File: config.mk
export PLATFORM = sky130hd
export DESIGN_NAME = regfile
export DESIGN_NICKNAME = d
export VERILOG_FILES = /design/src/rtl/regfile.sv
export SDC_FILE = /design/constraint.sdc
export NUM_CORES = 2
export LEC_CHECK = 0
export BUFFER_PORTS_ARGS = -buffer_cell sky130_fd_sc_hd__buf_2
export CAP_MARGIN = 20
export CORE_AREA = 2 2 338 340
export DETAILED_ROUTE_END_ITERATION = 16
export DIE_AREA = 0 0 340 342
export GPL_TIMING_DRIVEN = 0
export PLACE_DENSITY = 0.79
export SLEW_MARGIN = 30
export SYNTH_ARGS = -nofsm -noshare
export SYNTH_HDL_FRONTEND = slang
export SYNTH_SLANG_ARGS = --single-unit
File: constraint.sdc
create_clock -name clk -period 44 [get_ports clk]
set_clock_uncertainty 0.1 [all_clocks]
set_input_delay 4.4 -clock clk [delete_from_list [all_inputs] [get_ports clk]]
set_output_delay 4.4 -clock clk [all_outputs]
set_load 0.02 [all_outputs]
File: src/rtl/regfile.sv
// Renaming register file: operand read with commit bypass, destination rename, commit retire.
// Optional REGFILE_COMMIT_CNT_EN adds a free-running commit counter on oDbg_Cnt.
module regfile #(
  parameter int REG_ADD_W = 5,
  parameter int REG_DAT_W = 32,
  parameter int ROB_ADD_W = 4,
  parameter int INS_OP_W  = 6
) (
  input  logic                 clk,
  input  logic                 rst,
  input  logic                 en,
  input  logic                 iIS_En,
  input  logic [REG_ADD_W-1:0] iIS_Rs1,
  input  logic [REG_ADD_W-1:0] iIS_Rs2,
  input  logic [REG_ADD_W-1:0] iIS_Rd,
  input  logic [INS_OP_W-1:0]  iIS_Op,
  input  logic [REG_DAT_W-1:0] iIS_Pc,
  input  logic [REG_DAT_W-1:0] iIS_Imm,
  input  logic                 iIS_Ils,
  input  logic [ROB_ADD_W-1:0] iROB_Qn,
  output logic                 oROB_En,
  output logic [ROB_ADD_W-1:0] oROB_Qs1,
  output logic [ROB_ADD_W-1:0] oROB_Qs2,
  output logic [REG_DAT_W-1:0] oROB_Vs1,
  output logic [REG_DAT_W-1:0] oROB_Vs2,
  output logic [ROB_ADD_W-1:0] oROB_Qd,
  output logic [INS_OP_W-1:0]  oROB_Op,
  output logic [REG_DAT_W-1:0] oROB_Pc,
  output logic [REG_DAT_W-1:0] oROB_Imm,
  output logic                 oROB_Ils,
  input  logic                 iROB_En,
  input  logic [REG_ADD_W-1:0] iROB_Rd,
  input  logic [REG_DAT_W-1:0] iROB_Vd,
  input  logic [ROB_ADD_W-1:0] iROB_Qc,
  input  logic                 iMp
`ifdef REGFILE_COMMIT_CNT_EN
  ,
  output logic [31:0]          oDbg_Cnt
`endif
);

  localparam int NREG = 1 << REG_ADD_W;
  localparam int SW   = ROB_ADD_W + REG_DAT_W;

  logic [REG_DAT_W-1:0] val_q [NREG];
  logic [REG_DAT_W-1:0] val_d [NREG];
  logic [ROB_ADD_W-1:0] tag_q [NREG];
  logic [ROB_ADD_W-1:0] tag_d [NREG];

  logic                 en_q;
  logic [ROB_ADD_W-1:0] qs1_q, qs2_q, qd_q;
  logic [REG_DAT_W-1:0] vs1_q, vs2_q, pc_q, imm_q;
  logic [INS_OP_W-1:0]  op_q;
  logic                 ils_q;

  logic [SW-1:0]        s1_d, s2_d;
  logic                 act, cmt, ren;

  // Commit may complete in the same cycle as the read: forward it.
  function automatic logic [SW-1:0] rd_src(
    input logic [REG_ADD_W-1:0] rs,
    input logic [ROB_ADD_W-1:0] t,
    input logic [REG_DAT_W-1:0] v,
    input logic                 c_en,
    input logic [REG_ADD_W-1:0] c_rd,
    input logic [ROB_ADD_W-1:0] c_q,
    input logic [REG_DAT_W-1:0] c_v
  );
    logic [SW-1:0] r;
    r = '0;
    if (rs == '0)
      r = '0;
    else if (c_en && c_rd == rs && t == c_q)
      r = {{ROB_ADD_W{1'b0}}, c_v};
    else if (t != '0)
      r = {t, {REG_DAT_W{1'b0}}};
    else
      r = {{ROB_ADD_W{1'b0}}, v};
    return r;
  endfunction

  assign act = en | iMp;
  assign cmt = act & iROB_En & (iROB_Rd != '0);
  assign ren = en & ~iMp & iIS_En & (iIS_Rd != '0);

  always_comb begin
    val_d = val_q;
    tag_d = tag_q;
    if (cmt) begin
      val_d[iROB_Rd] = iROB_Vd;
      if (tag_q[iROB_Rd] == iROB_Qc)
        tag_d[iROB_Rd] = '0;
    end
    if (ren)
      tag_d[iIS_Rd] = iROB_Qn;
    if (iMp)
      for (int i = 0; i < NREG; i++)
        tag_d[i] = '0;
    val_d[0] = '0;
    tag_d[0] = '0;
  end

  always_comb begin
    s1_d = rd_src(iIS_Rs1, tag_q[iIS_Rs1], val_q[iIS_Rs1],
                  iROB_En, iROB_Rd, iROB_Qc, iROB_Vd);
    s2_d = rd_src(iIS_Rs2, tag_q[iIS_Rs2], val_q[iIS_Rs2],
                  iROB_En, iROB_Rd, iROB_Qc, iROB_Vd);
  end

  always_ff @(posedge clk or posedge rst) begin
    if (rst) begin
      for (int i = 0; i < NREG; i++) begin
        val_q[i] <= '0;
        tag_q[i] <= '0;
      end
    end else if (act) begin
      val_q <= val_d;
      tag_q <= tag_d;
    end
  end

  always_ff @(posedge clk or posedge rst) begin
    if (rst) begin
      en_q  <= 1'b0;
      qs1_q <= '0;
      qs2_q <= '0;
      vs1_q <= '0;
      vs2_q <= '0;
      qd_q  <= '0;
      op_q  <= '0;
      pc_q  <= '0;
      imm_q <= '0;
      ils_q <= 1'b0;
    end else if (iMp) begin
      en_q <= 1'b0;
    end else if (en) begin
      en_q <= iIS_En;
      if (iIS_En) begin
        {qs1_q, vs1_q} <= s1_d;
        {qs2_q, vs2_q} <= s2_d;
        qd_q  <= iROB_Qn;
        op_q  <= iIS_Op;
        pc_q  <= iIS_Pc;
        imm_q <= iIS_Imm;
        ils_q <= iIS_Ils;
      end
    end
  end

  assign oROB_En  = en_q;
  assign oROB_Qs1 = qs1_q;
  assign oROB_Qs2 = qs2_q;
  assign oROB_Vs1 = vs1_q;
  assign oROB_Vs2 = vs2_q;
  assign oROB_Qd  = qd_q;
  assign oROB_Op  = op_q;
  assign oROB_Pc  = pc_q;
  assign oROB_Imm = imm_q;
  assign oROB_Ils = ils_q;

`ifdef REGFILE_COMMIT_CNT_EN
  logic [31:0] cnt_q, cnt_d;

  assign cnt_d = cnt_q + 32'd1;

  always_ff @(posedge clk or posedge rst) begin
    if (rst)
      cnt_q <= '0;
    else if (en && iROB_En && iROB_Rd != '0)
      cnt_q <= cnt_d;
  end

  assign oDbg_Cnt = cnt_q;
`endif

endmodule

# After elaboration in Yosys (flattened, before gate mapping)
# Index checks and enable logic that the tools add are counted.
# word_totals
reg_bits	1264
input_bits	137
out_inout_bits	148
# classes
n_lt_le_gt_ge	6
eq_ne	5
mux	35
bitwise_logic	13
reduce_logical	15
# op_table
cell	n
1024-bit bitwise mux	1
32-bit binary-select mux with 5-bit select	2
128-bit 2-to-1 mux	2
124-bit 2-to-1 mux	2
36-bit 2-to-1 mux	6
32-bit demux with 5-bit select	1
32-bit 2-to-1 mux	5
124-bit by 128-bit AND with 128-bit output	1
128-bit bitwise mux	1
128-bit NOT	1
4-bit binary-select mux with 5-bit select	3
4-bit demux with 5-bit select	2
4-bit 2-to-1 mux	8
6-bit greater-or-equal comparator (second input constant)	4
5-bit NOT with 6-bit output	4
4-bit == test	3
6-bit by 1-bit < comparator with 1-bit output (second input constant)	2
5-bit == test	2
5-bit logical NOT	2
5-bit nonzero test	2
4-bit nonzero test	2
1-bit logical AND	6
1-bit AND	5
3-bit AND reduction	1
other kinds (5)	6

# Longest topological paths before layout
# depth
ltp_word	12
mapped_depth	14
ltp_nobuf	8

# Worst setup path after synthesis
# OpenSTA, ideal clock, no wires.
# synth_path
path_kind	input-to-reg
start	input port iIS_Rs1[0]
end	register vs1_q[14], in the netlist oROB_Vs1[14]
arrival_ns	6.851
path_slack_ns	36.923
stages	10
cell_sequence	buf_4 > buf_6 > buf_6 > buf_2 > buf_2 > mux4_2 > mux4_2 > mux2_2 > nand4b_1 > nand3_1
# synth_via
elab_chain_len	8
word_cells_on_any_way	16
classes_between	2 x eq/ne; 9 x mux; 1 x bitwise; 4 x reduce/logical
# synth_rtl
element	line_no	rtl
start, declared	13	input logic [REG_ADD_W-1:0] iIS_Rs1,
5-bit NOT with 6-bit output (not written as such)	104	s1_d = rd_src(iIS_Rs1, tag_q[iIS_Rs1], val_q[iIS_Rs1],
4-bit binary-select mux with 5-bit select	104	
4-bit 2-to-1 mux (not written as such) (2 in series)	104	
4-bit nonzero test / 4-bit == test (equally long branches)	75, 73	
36-bit 2-to-1 mux / 1-bit logical AND (equally long branches)	75, 73	
36-bit 2-to-1 mux	73	else if (c_en && c_rd == rs && t == c_q)
36-bit 2-to-1 mux *	71	if (rs == '0)
end signal, assigned	127	vs1_q <= '0;
end signal, assigned	139	{qs1_q, vs1_q} <= s1_d;
end, declared	52	logic [REG_DAT_W-1:0] vs1_q, vs2_q, pc_q, imm_q;
# Every way passes the cells marked *; elsewhere a longest branch is shown, timed or not. The select of a mux whose other input is x is not followed.
# A chain may end at the register's enable or synchronous reset.

# Final worst setup path
# layout_path
start	input port iIS_Rs1[2]
end	register vs1_q[19], in the netlist oROB_Vs1[19]
# Same word-level chain as after synthesis.

==> run summary <==
STATUS
----------------------------------------------------------------------------------------
Outcome                                                                     finished, final reports clean

STA
----------------------------------------------------------------------------------------
Min Tclk post-route                                                              8.73 ns
Hold violation total from the final report                                             0
Max Freq                                                                         115 MHz
Post-layout worst setup margin                                                  35.27 ns
Relative slew slack                                                                18.1%
RSZ-0062 raised after global routing                                                  no
Least-Margin Pin Slew                                                            1.22 ns
Final number of setup-violating endpoints                                              0
Sum of negative setup slack                                                         0 ns
Max-slew violation count                                                               0
Portion of the clock cycle consumed by the worst path in the final layout          19.8%

GRT
----------------------------------------------------------------------------------------
Global Route met3 Usage                                                            17.3%
Overflow after GRT                                                                     0
Global-route wire length before repair                                            359 mm
Met2 track demand over resource                                                    63.2%
Tot GR Track Use                                                                   43.3%
Met1 GRT Util                                                                      53.3%
Largest net degree at the start of global routing                                     95
Number of antenna violations at the first check in global routing                     10
Vias in the first global route                                                    51,300
Layer with the highest usage                                                        met2

SYNTH
----------------------------------------------------------------------------------------
Seq/Total Area, Yosys                                                              46.2%
Number of warning messages in the yosys log                                            0
Post-synth net total                                                               4,999
Async SR Flop Fraction                                                              100%
Count of distinct cell types in the synthesized netlist                               71
Number of instances in the synthesized netlist                                     4,862
EDFF count, synth                                                                      0
Flops & latches, synth                                                             1,264
Dominant register cell in the synthesized netlist                           sky130_fd_sc_hd__dfrtp_1
Mean post-synth cell area                                                     14.1 sq um
Netlist Area Pre-Place                                                      0.0684 sq mm

PLACEMENT
----------------------------------------------------------------------------------------
HPWL reported at the end of detailed placement                                    175 mm
Placer's final routability congestion estimate                                      1.03
Number of port buffers                                                               274
Worst setup slack after placement                                               34.88 ns

FLOORPLANNING
----------------------------------------------------------------------------------------
Vertical extent of the die                                                   342 microns
Starting utilization of the core area                                              60.5%
Horizontal extent of the die                                                 340 microns
Row Count                                                                            124
I/O pin count                                                                        285
Placeable Area                                                               0.113 sq mm
Total Die Area                                                               0.116 sq mm

ROUTING
----------------------------------------------------------------------------------------
Drt total wl                                                                      251 mm
Post-route ant nets                                                                    0
Number of violations reported at the end of detailed-routing iteration 0           6,763
Per-cell via count in the routed design                                             7.41
WL per Instance                                                             36.2 microns
Drt drc                                                                                0
First-pass iteration count of the detailed router                                      8
Vias                                                                              51,300

CLOCKING
----------------------------------------------------------------------------------------
H-tree depth                                                                           4
Post CTS Setup Buffer Count                                                            0
Number of clock buffers inserted by TritonCTS                                        135
Clock-pin slew on the worst setup and hold paths                                 0.06 ns
Root Driver                                                                 sky130_fd_sc_hd__clkbuf_16
Clock latency on the worst-skew pair                                             0.78 ns
TritonCTS clock tree                                                                done
# hold bufs at CTS                                                                     0
Post-cts gate resize count                                                             0
Number of sinks handled by clock tree synthesis                                    1,264
Clock tree buffer depth                                                                3

CRITICAL PATH
----------------------------------------------------------------------------------------
Critical path required time                                                     44.59 ns
Critical Path Start Type                                                    primary input
Crit path DAT                                                                    9.32 ns
Worst setup EP type                                                            flip-flop
Class of the most critical setup path                                       primary input to flip-flop
Peak fanout along the critical path                                                   10

LAYOUT
----------------------------------------------------------------------------------------
Highest-count cells in the layout ignoring fill and taps                    sky130_fd_sc_hd__dfrtp_1, sky130_fd_sc_hd__mux2_2, sky130_fd_sc_hd__mux4_2
Final Core Density                                                                 67.9%
Final layout net count                                                             5,434
Layout cells sized above 1                                                         45.7%
Area growth from synthesis to layout                                               12.3%
Number of inserted filler cells in the final layout                                7,822
Most common cell after layout, fill and taps aside                          sky130_fd_sc_hd__dfrtp_1

POWER
----------------------------------------------------------------------------------------
PD cells                                                                    43.2 mW/mm^2
PnR Total Power                                                                  3.32 mW
P_leak                                                                           33.8 nW
Worst ir drop on vdd                                                           0.0439 mV

JOB
----------------------------------------------------------------------------------------
Max-cap check violation count                                                          0

MIN PATH
----------------------------------------------------------------------------------------
Worst Hold Class                                                            flip-flop to flip-flop

==> worst max-delay path: stages <==
cell and delay (ns):
sky130_fd_sc_hd__buf_2 0.36, sky130_fd_sc_hd__buf_4 0.32, sky130_fd_sc_hd__buf_2 0.40, sky130_fd_sc_hd__buf_2 0.40
sky130_fd_sc_hd__buf_2 0.47, sky130_fd_sc_hd__nor3_1 0.22, sky130_fd_sc_hd__a21oi_1 0.71, sky130_fd_sc_hd__buf_2 0.66
sky130_fd_sc_hd__buf_1 0.91, sky130_fd_sc_hd__nand4b_1 0.29, sky130_fd_sc_hd__nand3_1 0.14
==> where the power goes <==
group	total, mW	leakage [nW]	switching [mW]	internal, mW
Sequential	1.48	16.6	0.141	1.34
Clock	1.16	2.19	0.493	0.667
Combinational	0.675	15.0	0.311	0.364
==> layer usage <==
layer  part of all wire [%]  routed length, microns  vias up
li1                       -                       -    19600
met1                     34                   85600    26400
met2                     44                  110000     4194
met3                     14                   34300     1091
met4                    8.0                   20100       30
met5                   0.31                     769        -
==> state kept, by name (all words and copies together), names as in the netlist <==
name,count
val_q,992
oROB_Pc,32
oROB_Vs2,32
oROB_Op,6
oROB_Vs1,32
oROB_Qs2,4
oROB_Ils,1
oROB_Qs1,4
oROB_En,1
tag_q,124
oROB_Imm,32
oROB_Qd,4
==> cell usage after synthesis, types with 33 or more instances <==
| master | n | share of area [%] |
|---|---|---|
| sky130_fd_sc_hd__mux2_2 | 1102 | 18 |
| sky130_fd_sc_hd__mux4_2 | 630 | 21 |
| sky130_fd_sc_hd__buf_2 | 89 | 0.65 |
| sky130_fd_sc_hd__clkbuf_1 | 321 | 1.8 |
| sky130_fd_sc_hd__nor2_1 | 67 | 0.37 |
| sky130_fd_sc_hd__mux2i_1 | 85 | 1.2 |
| sky130_fd_sc_hd__a32oi_1 | 33 | 0.42 |
| sky130_fd_sc_hd__nand2_1 | 350 | 1.9 |
| sky130_fd_sc_hd__a21oi_1 | 165 | 1.2 |
| sky130_fd_sc_hd__a22oi_1 | 122 | 1.3 |
| sky130_fd_sc_hd__buf_1 | 61 | 0.33 |
| sky130_fd_sc_hd__a22o_1 | 69 | 0.88 |
| sky130_fd_sc_hd__dfrtp_1 | 1264 | 46 |
| sky130_fd_sc_hd__o21ai_0 | 34 | 0.25 |
| sky130_fd_sc_hd__o21ai_1 | 34 | 0.25 |
| sky130_fd_sc_hd__nand3_1 | 203 | 1.5 |
==> logic make-up (layout without fill, tap and decap cells) <==
| kind of cell | Yosys count | count (layout) | share of synthesized area (%) |
|---|---|---|---|
| multiplexers | 1825 | 1825 | 40.4 |
| flip-flops | 1264 | 1264 | 46.2 |
| AND/OR/NAND/NOR | 746 | 746 | 5.17 |
| buffers and inverters | 518 | 1056 | 3.21 |
| AO/OA/AOI/OAI | 488 | 488 | 4.75 |
| XOR/XNOR | 21 | 21 | 0.269 |
| other | 0 | 7 | 0 |
==> layout make-up <==
| type | instances | area [sq um] | share of cell area [%] |
|---|---|---|---|
| clock buffers | 204 | 4010 | 5.22 |
| repair buffers | 298 | 1910 | 2.49 |
| flip-flops and latches | 1264 | 31600 | 41.2 |
| inverters | 24 | 97.6 | 0.127 |
| multi-input cells | 3080 | 34600 | 45.1 |
| plain buffers | 494 | 2210 | 2.88 |
| clock inverters | 36 | 418 | 0.544 |
| diodes | 7 | 17.5 | 0.0228 |
| well taps | 1512 | 1890 | 2.46 |
==> final timing paths <==
path	from	slack, ns	cells after the start	end
worst max-delay path	iIS_Rs1[2]	35.27	11	oROB_Vs1[19]$_DFFE_PP0P_
worst min-delay path	oROB_Imm[7]$_DFFE_PP0P_	0.37	2	oROB_Imm[7]$_DFFE_PP0P_
worst max register to register	tag_q[113]$_DFFE_PP0N_	39.18	8	oROB_Vs1[19]$_DFFE_PP0P_
worst min register to register	oROB_Imm[7]$_DFFE_PP0P_	0.37	2	oROB_Imm[7]$_DFFE_PP0P_
max in group asynchronous	rst	38.10	6	val_q[109]$_DFFE_PP0P_
min in group asynchronous	rst	3.59	2	oROB_Vs2[2]$_DFFE_PP0P_
==> metrics by stage <==
| stage | cell area, sq um | hold slack (ns) | instances |
|---|---|---|---|
| after floorplan | 68400 | 0.392 | 4862 |
| after global placement | 71700 | 0.353 | 6648 |
| after detailed placement | 72300 | 0.358 | 6670 |
| after CTS | 76800 | 0.371 | 6910 |
| after global routing | 76800 | 0.394 | 6915 |
| final | 76800 | 0.369 | 6919 |
Note: power is estimated with default switching activity, not from simulation.
